### src/rtl/vic_sched.sv
// Vectored interrupt scheduler: synchronised per-source edge/level detection, fixed-priority
// selection, a nesting stack of accepted vectors and a registered IRQ handshake FSM.
module vic_sched #(
    parameter int unsigned NSRC  = 31,
    parameter int unsigned DEPTH = 4
) (
    input  logic            i_clk,
    input  logic            i_rst,
    input  logic [NSRC-1:0] i_ext,
    input  logic            i_en,
    input  logic            i_cfg_we,
    input  logic [4:0]      i_cfg_sel,
    input  logic [3:0]      i_cfg_data,
    input  logic            i_ack,
    input  logic            i_eoi,
    output logic            o_IRQ,
    output logic [4:0]      o_irq_addr,
    output logic [2:0]      o_depth,
    output logic            o_ovf
);

    localparam logic [2:0] DepthMax = 3'(DEPTH);

    typedef enum logic [1:0] {StIdle, StReq, StGap} state_e;

    state_e          state_q, state_d;
    logic [NSRC-1:0] sync1_q, sync2_q, sync3_q;
    logic [NSRC-1:0] pend_q, pend_d;
    logic [NSRC-1:0] rise, fall, edge_m, lvl_m, pending, clr;
    logic [3:0]      cfg_q [NSRC];
    logic [3:0]      cfg_d [NSRC];
    logic [4:0]      stk_q [8];
    logic [4:0]      stk_d [8];
    logic            irq_q, irq_d;
    logic [4:0]      addr_q, addr_d;
    logic [2:0]      depth_q, depth_d;
    logic            ovf_q, ovf_d;
    logic [4:0]      cand, top;
    logic            cand_vld, deliv, ack_take;

    assign rise = sync2_q & ~sync3_q;
    assign fall = ~sync2_q & sync3_q;

    // Selects >= NSRC never match any index, so such writes fall through untouched.
    always_comb begin
        for (int i = 0; i < int'(NSRC); i++) begin
            cfg_d[i] = cfg_q[i];
            if (i_cfg_we && i_cfg_sel == 5'(i)) cfg_d[i] = i_cfg_data;
        end
    end

    // Edge sources latch; level sources follow the synced line directly. Set beats ack-clear.
    always_comb begin
        for (int i = 0; i < int'(NSRC); i++) begin
            edge_m[i]  = cfg_q[i][3] & (cfg_q[i][2] | cfg_q[i][1]);
            lvl_m[i]   = (cfg_q[i][3:1] == 3'b100);
            pend_d[i]  = edge_m[i] & ((pend_q[i] & ~clr[i]) |
                                      (cfg_q[i][2] & rise[i]) | (cfg_q[i][1] & fall[i]));
            pending[i] = edge_m[i] ? pend_q[i] : (lvl_m[i] & (sync2_q[i] == cfg_q[i][0]));
        end
    end

    always_comb begin
        cand     = 5'd0;
        cand_vld = 1'b0;
        for (int i = int'(NSRC) - 1; i >= 0; i--) begin
            if (pending[i]) begin
                cand     = 5'(i);
                cand_vld = 1'b1;
            end
        end
    end

    assign top      = stk_q[depth_q - 3'd1];
    assign deliv    = cand_vld && i_en && (depth_q < DepthMax) &&
                      ((depth_q == 3'd0) || (cand < top));
    assign ack_take = (state_q == StReq) && i_ack && !i_eoi && (depth_q < DepthMax);

    always_comb begin
        for (int i = 0; i < int'(NSRC); i++) clr[i] = ack_take && (addr_q == 5'(i));
    end

    always_comb begin
        state_d = state_q;
        irq_d   = irq_q;
        addr_d  = addr_q;
        depth_d = depth_q;
        ovf_d   = ovf_q;
        for (int i = 0; i < 8; i++) stk_d[i] = stk_q[i];
        case (state_q)
            StIdle: begin
                if (deliv) begin
                    state_d = StReq;
                    irq_d   = 1'b1;
                    addr_d  = cand;
                end
            end
            StReq: begin
                if (ack_take) begin
                    state_d        = StGap;
                    irq_d          = 1'b0;
                    stk_d[depth_q] = addr_q;
                    depth_d        = depth_q + 3'd1;
                end else if (deliv) begin
                    addr_d = cand;
                end else begin
                    state_d = StIdle;
                    irq_d   = 1'b0;
                end
            end
            StGap: begin
                state_d = StIdle;
                irq_d   = 1'b0;
            end
            default: begin
                state_d = StIdle;
                irq_d   = 1'b0;
            end
        endcase
        if (state_q == StReq && i_ack && !i_eoi && depth_q == DepthMax) ovf_d = 1'b1;
        // Pop has priority; a simultaneous ack was already suppressed via ack_take.
        if (i_eoi) begin
            if (depth_q != 3'd0) depth_d = depth_q - 3'd1;
            else                 ovf_d   = 1'b1;
        end
    end

    always_ff @(posedge i_clk or negedge i_rst) begin
        if (!i_rst) begin
            state_q <= StIdle;
            sync1_q <= '0;
            sync2_q <= '0;
            sync3_q <= '0;
            pend_q  <= '0;
            irq_q   <= 1'b0;
            addr_q  <= 5'd0;
            depth_q <= 3'd0;
            ovf_q   <= 1'b0;
            for (int i = 0; i < int'(NSRC); i++) cfg_q[i] <= 4'd0;
            for (int i = 0; i < 8; i++) stk_q[i] <= 5'd0;
        end else begin
            state_q <= state_d;
            sync1_q <= i_ext;
            sync2_q <= sync1_q;
            sync3_q <= sync2_q;
            pend_q  <= pend_d;
            irq_q   <= irq_d;
            addr_q  <= addr_d;
            depth_q <= depth_d;
            ovf_q   <= ovf_d;
            cfg_q   <= cfg_d;
            stk_q   <= stk_d;
        end
    end

    assign o_IRQ      = irq_q;
    assign o_irq_addr = addr_q;
    assign o_depth    = depth_q;
    assign o_ovf      = ovf_q;

endmodule

### config.mk
export PLATFORM = sky130hd
export DESIGN_NAME = vic_sched
export DESIGN_NICKNAME = d
export VERILOG_FILES = /design/src/rtl/vic_sched.sv
export SDC_FILE = /design/constraint.sdc
export NUM_CORES = 1
export LEC_CHECK = 0
export ABC_AREA = 1
export CAP_MARGIN = 20
export CORE_MARGIN = 4
export CORE_UTILIZATION = 45
export CTS_CLUSTER_DIAMETER = 60
export DETAILED_ROUTE_END_ITERATION = 7
export PLACE_DENSITY = 0.61
export SETUP_SLACK_MARGIN = 0.05
export SKIP_LAST_GASP = 1
export SLEW_MARGIN = 20
export SYNTH_ARGS = -nofsm -noshare
export SYNTH_HDL_FRONTEND = slang
export SYNTH_SLANG_ARGS = --single-unit
export TNS_END_PERCENT = 20
### constraint.sdc
create_clock -name i_clk -period 3.9 [get_ports i_clk]
set_clock_uncertainty 0.15 [all_clocks]
set_input_delay 1.17 -clock i_clk [delete_from_list [all_inputs] [get_ports i_clk]]
set_output_delay 1.17 -clock i_clk [all_outputs]
set_load 0.01 [all_outputs]
Word-level counts from Yosys, hierarchy flattened:

Cells that the tools add are included.

* muxes and demuxes: 117
* magnitude comparators: 5
* $add $sub $neg: 2
* equal/unequal tests: 127
* reduce and logical (&&, ||, !) cells: 81
* bitwise operators: 316

Operators with widths (count)
* bitwise AND 1 bit: 186
* two-way mux 5 bit: 36
* equality test 5 bit, second input constant: 30
* equality test 3 bit, second input constant: 32
* OR 1 bit: 93
* equality test 5 x 4 -> 1 bit, second input constant: 16
* logical AND 1 bit: 70
* two-way mux 1 bit: 68
* bitwise AND 31 bit: 2
* NOT 31 bit: 2
* bitwise mux 40 bit: 1
* equality test 5 x 3 -> 1 bit, second input constant: 8
* equality test 1 bit: 31
* NOT 1 bit: 31
* equality test 5 x 2 -> 1 bit, second input constant: 4
* binary-select mux 5 bit (select 3 bit): 1
* demux 5 bit (select 3 bit): 1
* two-way mux 3 bit: 4
* equality test 5 x 1 -> 1 bit, second input constant: 2
* logical NOT 5 bit: 2
* case mux 5 bit (2 select lines): 1
* >= comparator 4 bit, second input constant: 2
* NOT 3 -> 4 bit: 2
* two-way mux 2 bit: 3
* 17 further kinds: 20

* bits in registers: 300
* output and inout port bits: 10
* input port bits: 46
* logic and storage cells: 696

Depth between registers and ports, before layout:

Gate-level depths: netlist of run 1.

* depth in word-level cells: 40
* depth in mapped cells: 41
* mapped depth without buffers: 41

Worst setup path after synthesis of run 1:

Ideal clock, no wire load.

* path type: register to register
* start point: register depth_q[0], in the netlist o_depth[0]
* end point: register addr_q[2], in the netlist o_irq_addr[2]
* data required time: 3633 ps
* data arrival time: 3069 ps
* buffers on the path: 3
* cell stages (with the launch flop): 19
* clock period less this slack: 3336 ps
* path slack: 564 ps
* setup time: 117 ps
* cells stage by stage: dfrtp_1 -> inv_1 -> buf_1 -> ha_1 -> clkbuf_1 -> inv_1 -> clkbuf_1 -> o21ai_0 -> o221ai_1 -> o21ai_0 -> ha_1 -> nand2_1 -> nor2_1 -> a211oi_1 -> nand2_2 -> nand2_4 -> nand3_4 -> nand2_1 -> nand2_1

* word-level cells in the longest chain between the ends: 11
* elaborated cells between the ends (all ways): 17
* classes of those cells: 1 x add/sub; 2 x order compare; 1 x eq/ne; 6 x mux; 1 x bitwise; 6 x reduce/logical

Ends and longest elaborated chain
* start: declaration: RTL line 36 `logic [2:0] depth_q, depth_d;`
* start signal: assignment: RTL line 149 `depth_q <= depth_d;`
* subtractor 3 x 1 -> 3 bit: RTL line 74 `assign top = stk_q[depth_q - 3'd1];`
* NOT 3 -> 4 bit (implied by the code): RTL line 74
* binary-select mux 5 bit (select 3 bit): RTL line 74
* two-way mux 5 bit (implied by the code) (2 in series): RTL line 74
* < comparator 5 bit: RTL line 76 `((depth_q == 3'd0) || (cand < top));`
* logical OR 1 bit: RTL line 76
* logical AND 1 bit: RTL line 75 `assign deliv = cand_vld && i_en && (depth_q < DepthMax) &&`
* two-way mux 5 bit (2 in series)
* case mux 5 bit (2 select lines)
* end signal: assignment: RTL line 148 `addr_q <= addr_d;`
* end: declaration: RTL line 35 `logic [4:0] addr_q, addr_d;`

Parallel ways exist; a longest one is shown, timed or not. The select of a mux whose other input is x is not followed.
A chain may end at the register's enable or synchronous reset.

Worst setup path in the final report of run 1:

* start point: register cfg_q[26] in the netlist's numbering
* end point: register addr_q[2], in the netlist o_irq_addr[2]

* word-level cells in the longest chain between the ends: 34
* elaborated cells between the ends (all ways): 63
* classes of those cells: 1 x order compare; 1 x eq/ne; 54 x mux; 3 x bitwise; 4 x reduce/logical

Ends and longest elaborated chain
* start: declaration: RTL line 30 `logic [3:0] cfg_q [NSRC];`
* start signal: assignment: RTL line 151 `cfg_q <= cfg_d;`
* equality test 3 bit / OR 1 bit (equally long branches): RTL line 56, 55
* bitwise AND 1 bit, on equally long branches: RTL line 59, 55
* two-way mux 1 bit *: RTL line 59 `pending[i] = edge_m[i] ? pend_q[i] : (lvl_m[i] & (sync2_q[i] == cfg_q[i][0]));`
* two-way mux 5 bit * (25 in series): RTL line 67 `if (pending[i]) begin`
* named net cand[2]: RTL line 38 `logic [4:0] cand, top;`
* < comparator 5 bit: RTL line 76
* logical OR 1 bit: RTL line 76
* logical AND 1 bit: RTL line 75
* two-way mux 5 bit *: RTL line 92, 104
* two-way mux 5 bit: RTL line 99 `if (ack_take) begin`
* case mux 5 bit (2 select lines) *: RTL line 90 `case (state_q)`

The timed path passes the listed nets; every way through them passes the cells marked *. The select of a mux whose other input is x is not followed.

==> results.yml, run 1 <==
outcome:
  status: "complete, no violations"
synthesis:
  yosys_warnings: 0
  synth_top_area_cell: "dfrtp_1"
  postSynthCellCount: 1355
  syn-num-nets: 1408
  synthDistinctLibCells: 39
  netlist.area_leader.share: 0.606
  yosysSeqAreaShare: 0.606
  syn_area_um2: 12300
  synth_area_per_cell_um2: 9.11
  ys_seq_elements: 299
  netlist_top_cells_area: "dfrtp_1 (61%), nand2_1 (9.7%), o21ai_0 (9.1%)"
detailed_routing:
  drt_first_pass_iters: 5
  finalWirelength_um: 29400
  vias_per_cell: 5.19
  route.vias.total: 9274
  drc: 0
  drtAntennaViolNets: 0
  wl_per_cell_um: 16.4
  drt_iter0_markers: 756
worst_hold_path:
  min_path_cells: 0
  hold_path_class: "reg2reg"
timing:
  finalHoldViolCount: 0
  finalSetupTns_ns: 0
  rsz0062_at_grt: "false"
  setup_viol: 0
  fin_crit_ns: 3.40
  fin_ws_ns: 0.504
  slew_headroom: 0.586
  finalCritPeriodShare: 0.871
  worst_pin_slew_ns: 0.621
  timing.fmax_ghz: 0.295
  slew_violations: 0
power:
  leakage_nw: 6.56
  total_power_w: 0.00921
  ir_worst_vdd_v: 0.000333
  powerDensity_nw_per_um2: 633
flow_run:
  cap_violations: 0
finish:
  final_cell_mix: "nand2_1 (319), dfrtp_1 (299), o21ai_0 (224)"
  antenna_cells: 0
  final_layout_size_suffix_gt1_frac: 0.0547
  final_core_util: 0.539
  layoutNonFillerInstCount: 1786
  nFillCells: 2414
  final_common_cell: "nand2_1"
  final_nets: 1472
  syn2layout_area_growth_pct: 17.7
placed_design:
  io_buffers: 55
  place_hpwl_um: 19900
  dp.cells: 1724
  pre_cts_ws_ns: 0.582
  gp_congestion: 0.898
cts:
  cts_resized: 0
  numCtsBuffers: 34
  clock_sinks: 299
  cts_root_buf: "clkbuf_16"
  ctsHoldBuffers: 0
  clock_path_buffers: 3
  h-tree-depth: 2
  cts_tree: "yes"
  cts.clk_slew.worst_paths_ns: 0.06
  clk_latency_ns: 0.51
  cts_setup_buffers: 0
setup_path:
  max_stage_delay_ns: 0.40
  worst_setup_path_start_kind: "flip-flop"
  cpMostUsedCell: "nor2_1"
  crit_path_end_kind: "flip-flop"
  path_cells: "o21ai_0 -> nor2_1 -> a31oi_1 -> nand2_1 -> nor3_1 -> nor2_1 -> o21ai_0 -> a21oi_1 -> nor2_1 -> ha_1 -> a21oi_1 -> nor2_1 -> a211oi_1 -> nand2_2 -> nand2_4 -> nand3_4 -> nand2_1 -> nand2_1"
  slowest_stage: "dfrtp_1"
  path_max_fanout: 6
  critPathKind: "reg2reg"
  worstRegToRegCells: 18
  crit_arrival_ns: 3.64
  cp.required_ns: 4.15
floorplan:
  rows: 60
  core_um2: 27000
  die_w_um: 174
  die_y_um: 174
  dieArea_um2: 30100
  start_util: 0.458
  pin_count: 56
global_routing:
  grt_antenna_before_repair: 0
  grt_max_degree: 75
  grt_pass1_wl_um: 48100
  grt_pass1_vias: 9017
  track_usage: 0.197
  grt_overflow: 0
## layout make-up
| type | instances | area, µm² | share of cell area |
|---|---|---|---|
| Timing Repair Buffer | 73 | 741 | 0.0510 |
| Clock inverter | 15 | 209 | 0.0144 |
| Clock buffer | 47 | 983 | 0.0677 |
| Multi-Input combinational cell | 874 | 4180 | 0.288 |
| Sequential cell | 299 | 7480 | 0.515 |
| Tap cell | 341 | 427 | 0.0294 |
| Inverter | 137 | 514 | 0.0354 |
## synth_stat cells, drive strengths merged
library cell	instances
o41ai	2
dfrtp	299
o311a	1
o21ai	226
a221oi	1
clkbuf	43
a21boi	3
a31oi	27
o22ai	6
ha	7
nor3b	1
a32oi	2
nand2	321
a32o	1
a21oi	16
clkinv	1
buf	2
or2	1
nand3	67
a211oi	1
nand4	8
nor2	125
xnor2	30
o211ai	2
a311oi	3
nor3	3
xor2	1
inv	136
o21bai	1
o221ai	2
o31ai	15
a311o	1
## state kept, by name, summed over array words and instances (netlist names)
name / count
cfg_q: 124
o_IRQ: 1
o_depth: 3
o_irq_addr: 5
o_ovf: 1
pend_q: 31
state_q: 1
stk_q: 40
sync1_q: 31
sync2_q: 31
sync3_q: 31
## critical path: cells and delay by family, from the launching register on
family | cells | cell delay, ns
compound gates | 6 | 1.36
simple gates | 11 | 1.11
flops | 1 | 0.40
fa+ha+maj | 1 | 0.28
## final timing paths
| check | from | endpoint | slack, ns |
|---|---|---|---|
| hold reg to reg | sync1_q[21] | sync2_q[21] | 0.19 |
| setup / recovery | cfg_q[26] | o_irq_addr[2] | 0.50 |
| max in group asynchronous | i_rst | cfg_q[118] | 2.32 |
| min in group asynchronous | i_rst | stk_q[19] | 0.48 |
| hold / removal | sync1_q[21] | sync2_q[21] | 0.19 |
| setup reg to reg | cfg_q[26] | o_irq_addr[2] | 0.50 |
## through the flow
stage / cell area [µm²] / hold WS, ns
floorplan: 12300 / 0.181
global placement: 13300 / 0.182
detailed placement: 13300 / 0.185
CTS: 14500 / 0.194
global route: 14500 / 0.199
finish: 14500 / 0.191
## power breakdown
| part | total (W) | switching [W] | internal (W) |
|---|---|---|---|
| registers | 0.00379 | 0.000318 | 0.00347 |
| clock network | 0.00336 | 0.00126 | 0.00210 |
| logic | 0.00206 | 0.00129 | 0.000771 |
## logic make-up after synthesis
group / synth area share
AND/OR/NAND/NOR: 0.171
AO/OA/AOI/OAI: 0.138
flip-flops: 0.606
buffers and inverters: 0.0554
XOR/XNOR: 0.0220
adder cells (fa/ha/maj): 0.00709
## per-layer routing
layer / GRT usage / up-vias / routed length, µm
met5: 0 / - / 0
met4: 0.0498 / 0 / 656
met3: 0.0353 / 49 / 1330
met2: 0.311 / 218 / 13400
met1: 0.286 / 4447 / 14000
li1: - / 4560 / -
(Power assumes the default switching activity.)
==> run 2: changes to the inputs <==
- clock period: 3.9 -> 3.26 ns (I/O delays scaled with it)
==> results.yml, run 2 (same netlist as run 1, synthesis figures left out) <==
outcome:
  status: "complete, but fails checks"
  failed_checks: "setup timing"
finish:
  final_cell_mix: "nand2_1 (314), dfrtp_1 (299), o21ai_0 (223)"
  reg_top3: "cfg_q: 124 flops, stk_q: 40 flops"
  final_layout_size_suffix_gt1_frac: 0.0679
  syn2layout_area_growth_pct: 18.2
  largest_reg_flops: 124
  antenna_cells: 0
  final_common_cell: "nand2_1"
  final_nets: 1484
  largest_register: "cfg_q"
  layoutNonFillerInstCount: 1798
power:
  seqPwrFrac: 0.414
  leakage_nw: 6.59
  powerDensity_nw_per_um2: 747
  p_int_w: 0.00744
  power.share.clock: 0.339
  pwr-share-comb: 0.247
  power.switching_w: 0.00347
  ir_worst_vdd_v: 0.000474
  swShare: 0.318
global_routing:
  use_met1: 0.287
  grt-busiest-layer: "met2"
  grt_pass1_wl_um: 47900
  grt_pass1_vias: 8914
  track_usage: 0.196
  grt_use_met2: 0.311
  grt_overflow: 0
  grt_max_degree: 68
  use_met3: 0.0323
  grt_antenna_before_repair: 0
setup_path:
  worst_setup_path_start_kind: "flip-flop"
  path_buf_inv: 2
  crit_arrival_ns: 3.56
  path_max_fanout: 6
  slowest_stage: "dfrtp_1"
  critPathTopFamily: "simple AND/OR/NAND/NOR gates"
  path_cells: "inv_1 -> nand2_1 -> nor2_1 -> nand2_2 -> buf_4 -> nand3_1 -> nor2_1 -> nor3_1 -> nor2_1 -> o21ai_0 -> a21oi_1 -> nor2_1 -> ha_1 -> a21oi_1 -> nor2_1 -> a211oi_2 -> nand2_2 -> nand2_4 -> nand3_4 -> nand2_2 -> nand2_1"
  max_stage_delay_ns: 0.39
  critPathKind: "reg2reg"
  cp.required_ns: 3.50
  crit_path_end_kind: "flip-flop"
  cpMostUsedCell: "nor2_1"
detailed_routing:
  drt_iter0_markers: 699
  drc: 0
  route.vias.total: 9226
  drt_first_pass_iters: 5
  wl_per_cell_um: 16.3
  drtAntennaViolNets: 0
  finalWirelength_um: 29400
  vias_per_cell: 5.13
cts:
  cts.clk_slew.worst_paths_ns: 0.06
  cts_root_buf: "clkbuf_16"
  h-tree-depth: 2
  numCtsBuffers: 34
  clock_path_buffers: 3
  clk_latency_ns: 0.50
  cts_tree: "yes"
  ctsHoldBuffers: 0
  clock_sinks: 299
timing:
  setup_viol: 5
  fin_ws_ns: -0.0549
  finalCritPeriodShare: 1.02
  slew_headroom: 0.444
  finalHoldViolCount: 0
  hold_ws_ns: 0.193
  worst_pin_slew_ns: 0.831
  timing.fmax_ghz: 0.302
  rsz0062_at_grt: "true"
  fin_crit_ns: 3.31
  slew_violations: 0
flow_run:
  cap_violations: 0
floorplan:
  start_util: 0.458
  dieArea_um2: 30100
  pin_count: 56
  core_um2: 27000
  die_w_um: 174
  rows: 60
  die_y_um: 174
placed_design:
  io_buffers: 55
  gp_congestion: 0.912
  dp.cells: 1733
  place_hpwl_um: 19800
worst_hold_path:
  hold_path_class: "reg2reg"
[run 2: cell count changes in the layout (fill, tap and decap cells not counted), sizes merged]
cell	before	now
clkinvlp	2	1
clkinv	8	7
clkbuf	47	55
buf	19	31
bufinv	5	0
inv	137	136
[run 2: cell type report]
class / instances / area [µm²]
Fill cell: 2432 / 12400
Timing Repair Buffer: 85 / 843
Tap cell: 341 / 427
Sequential cell: 299 / 7480
Multi-Input combinational cell: 874 / 4210
Inverter: 137 / 514
Clock inverter: 7 / 45.0
Clock buffer: 55 / 1070
[run 2: metrics by stage]
step / total power, W / setup WS, ns / area, µm² / util / setup TNS, ns
after CTS: 0.0110 / 0.0649 / 14600 / 0.541 / 0
after floorplan: 0.00617 / 0.0731 / 12300 / - / 0
after global routing: 0.0116 / -0.304 / 14600 / 0.541 / -1.65
final: 0.0109 / -0.0549 / 14600 / 0.541 / -0.223
after global placement: 0.00713 / 0.0834 / 13400 / 0.498 / 0
after detailed placement: 0.00719 / 0.0437 / 13400 / 0.498 / 0
[run 2: power by group through the flow]
stage / clock, W / sequential (W) / combinational [W]
detailed placement: 0 / 0.00457 / 0.00262
global route: 0.00396 / 0.00458 / 0.00303
CTS: 0.00380 / 0.00451 / 0.00268
floorplan: 0 / 0.00452 / 0.00166
finish: 0.00370 / 0.00452 / 0.00269
global placement: 0 / 0.00456 / 0.00257
[run 2: worst reg2reg max path, delay by kind of cell (launching register included)]
kind | cells | cell delay, ns
flops | 1 | 0.39
simple gates | 14 | 1.54
fa+ha+maj | 1 | 0.28
buf+inv | 2 | 0.18
compound gates | 4 | 0.67
[run 2: what timing repair did]
item | 4_1_cts | 5_1_grt
buffers inserted | 2 | 1
pin swaps | 1 | 2
gates resized for setup | 5 | 7
endpoints found under the setup margin | 5 | 6
[run 2: per-layer routing]
layer	vias up	part of all wire
met4	0	0.020
met5	-	0
li1	4591	-
met2	203	0.46
met1	4386	0.48
met3	46	0.042
[run 2: final timing paths]
kind | startpoint | endpoint | slack (ns) | cells past startpoint
hold reg to reg | sync1_q[15] | sync2_q[15] | 0.19 | 0
hold / removal | sync1_q[15] | sync2_q[15] | 0.19 | 0
setup / recovery | cfg_q[5] | o_irq_addr[3] | -0.05 | 21
setup reg to reg | cfg_q[5] | o_irq_addr[3] | -0.05 | 21
min in group asynchronous | i_rst | stk_q[17] | 0.28 | 1
max in group asynchronous | i_rst | cfg_q[35] | 1.90 | 2
==> run 3: changes to the inputs <==
- SLEW_MARGIN: 20 -> not set
==> results of run 3 <==
Same layout as run 2: the final DEF is identical, and so are final timing and power.
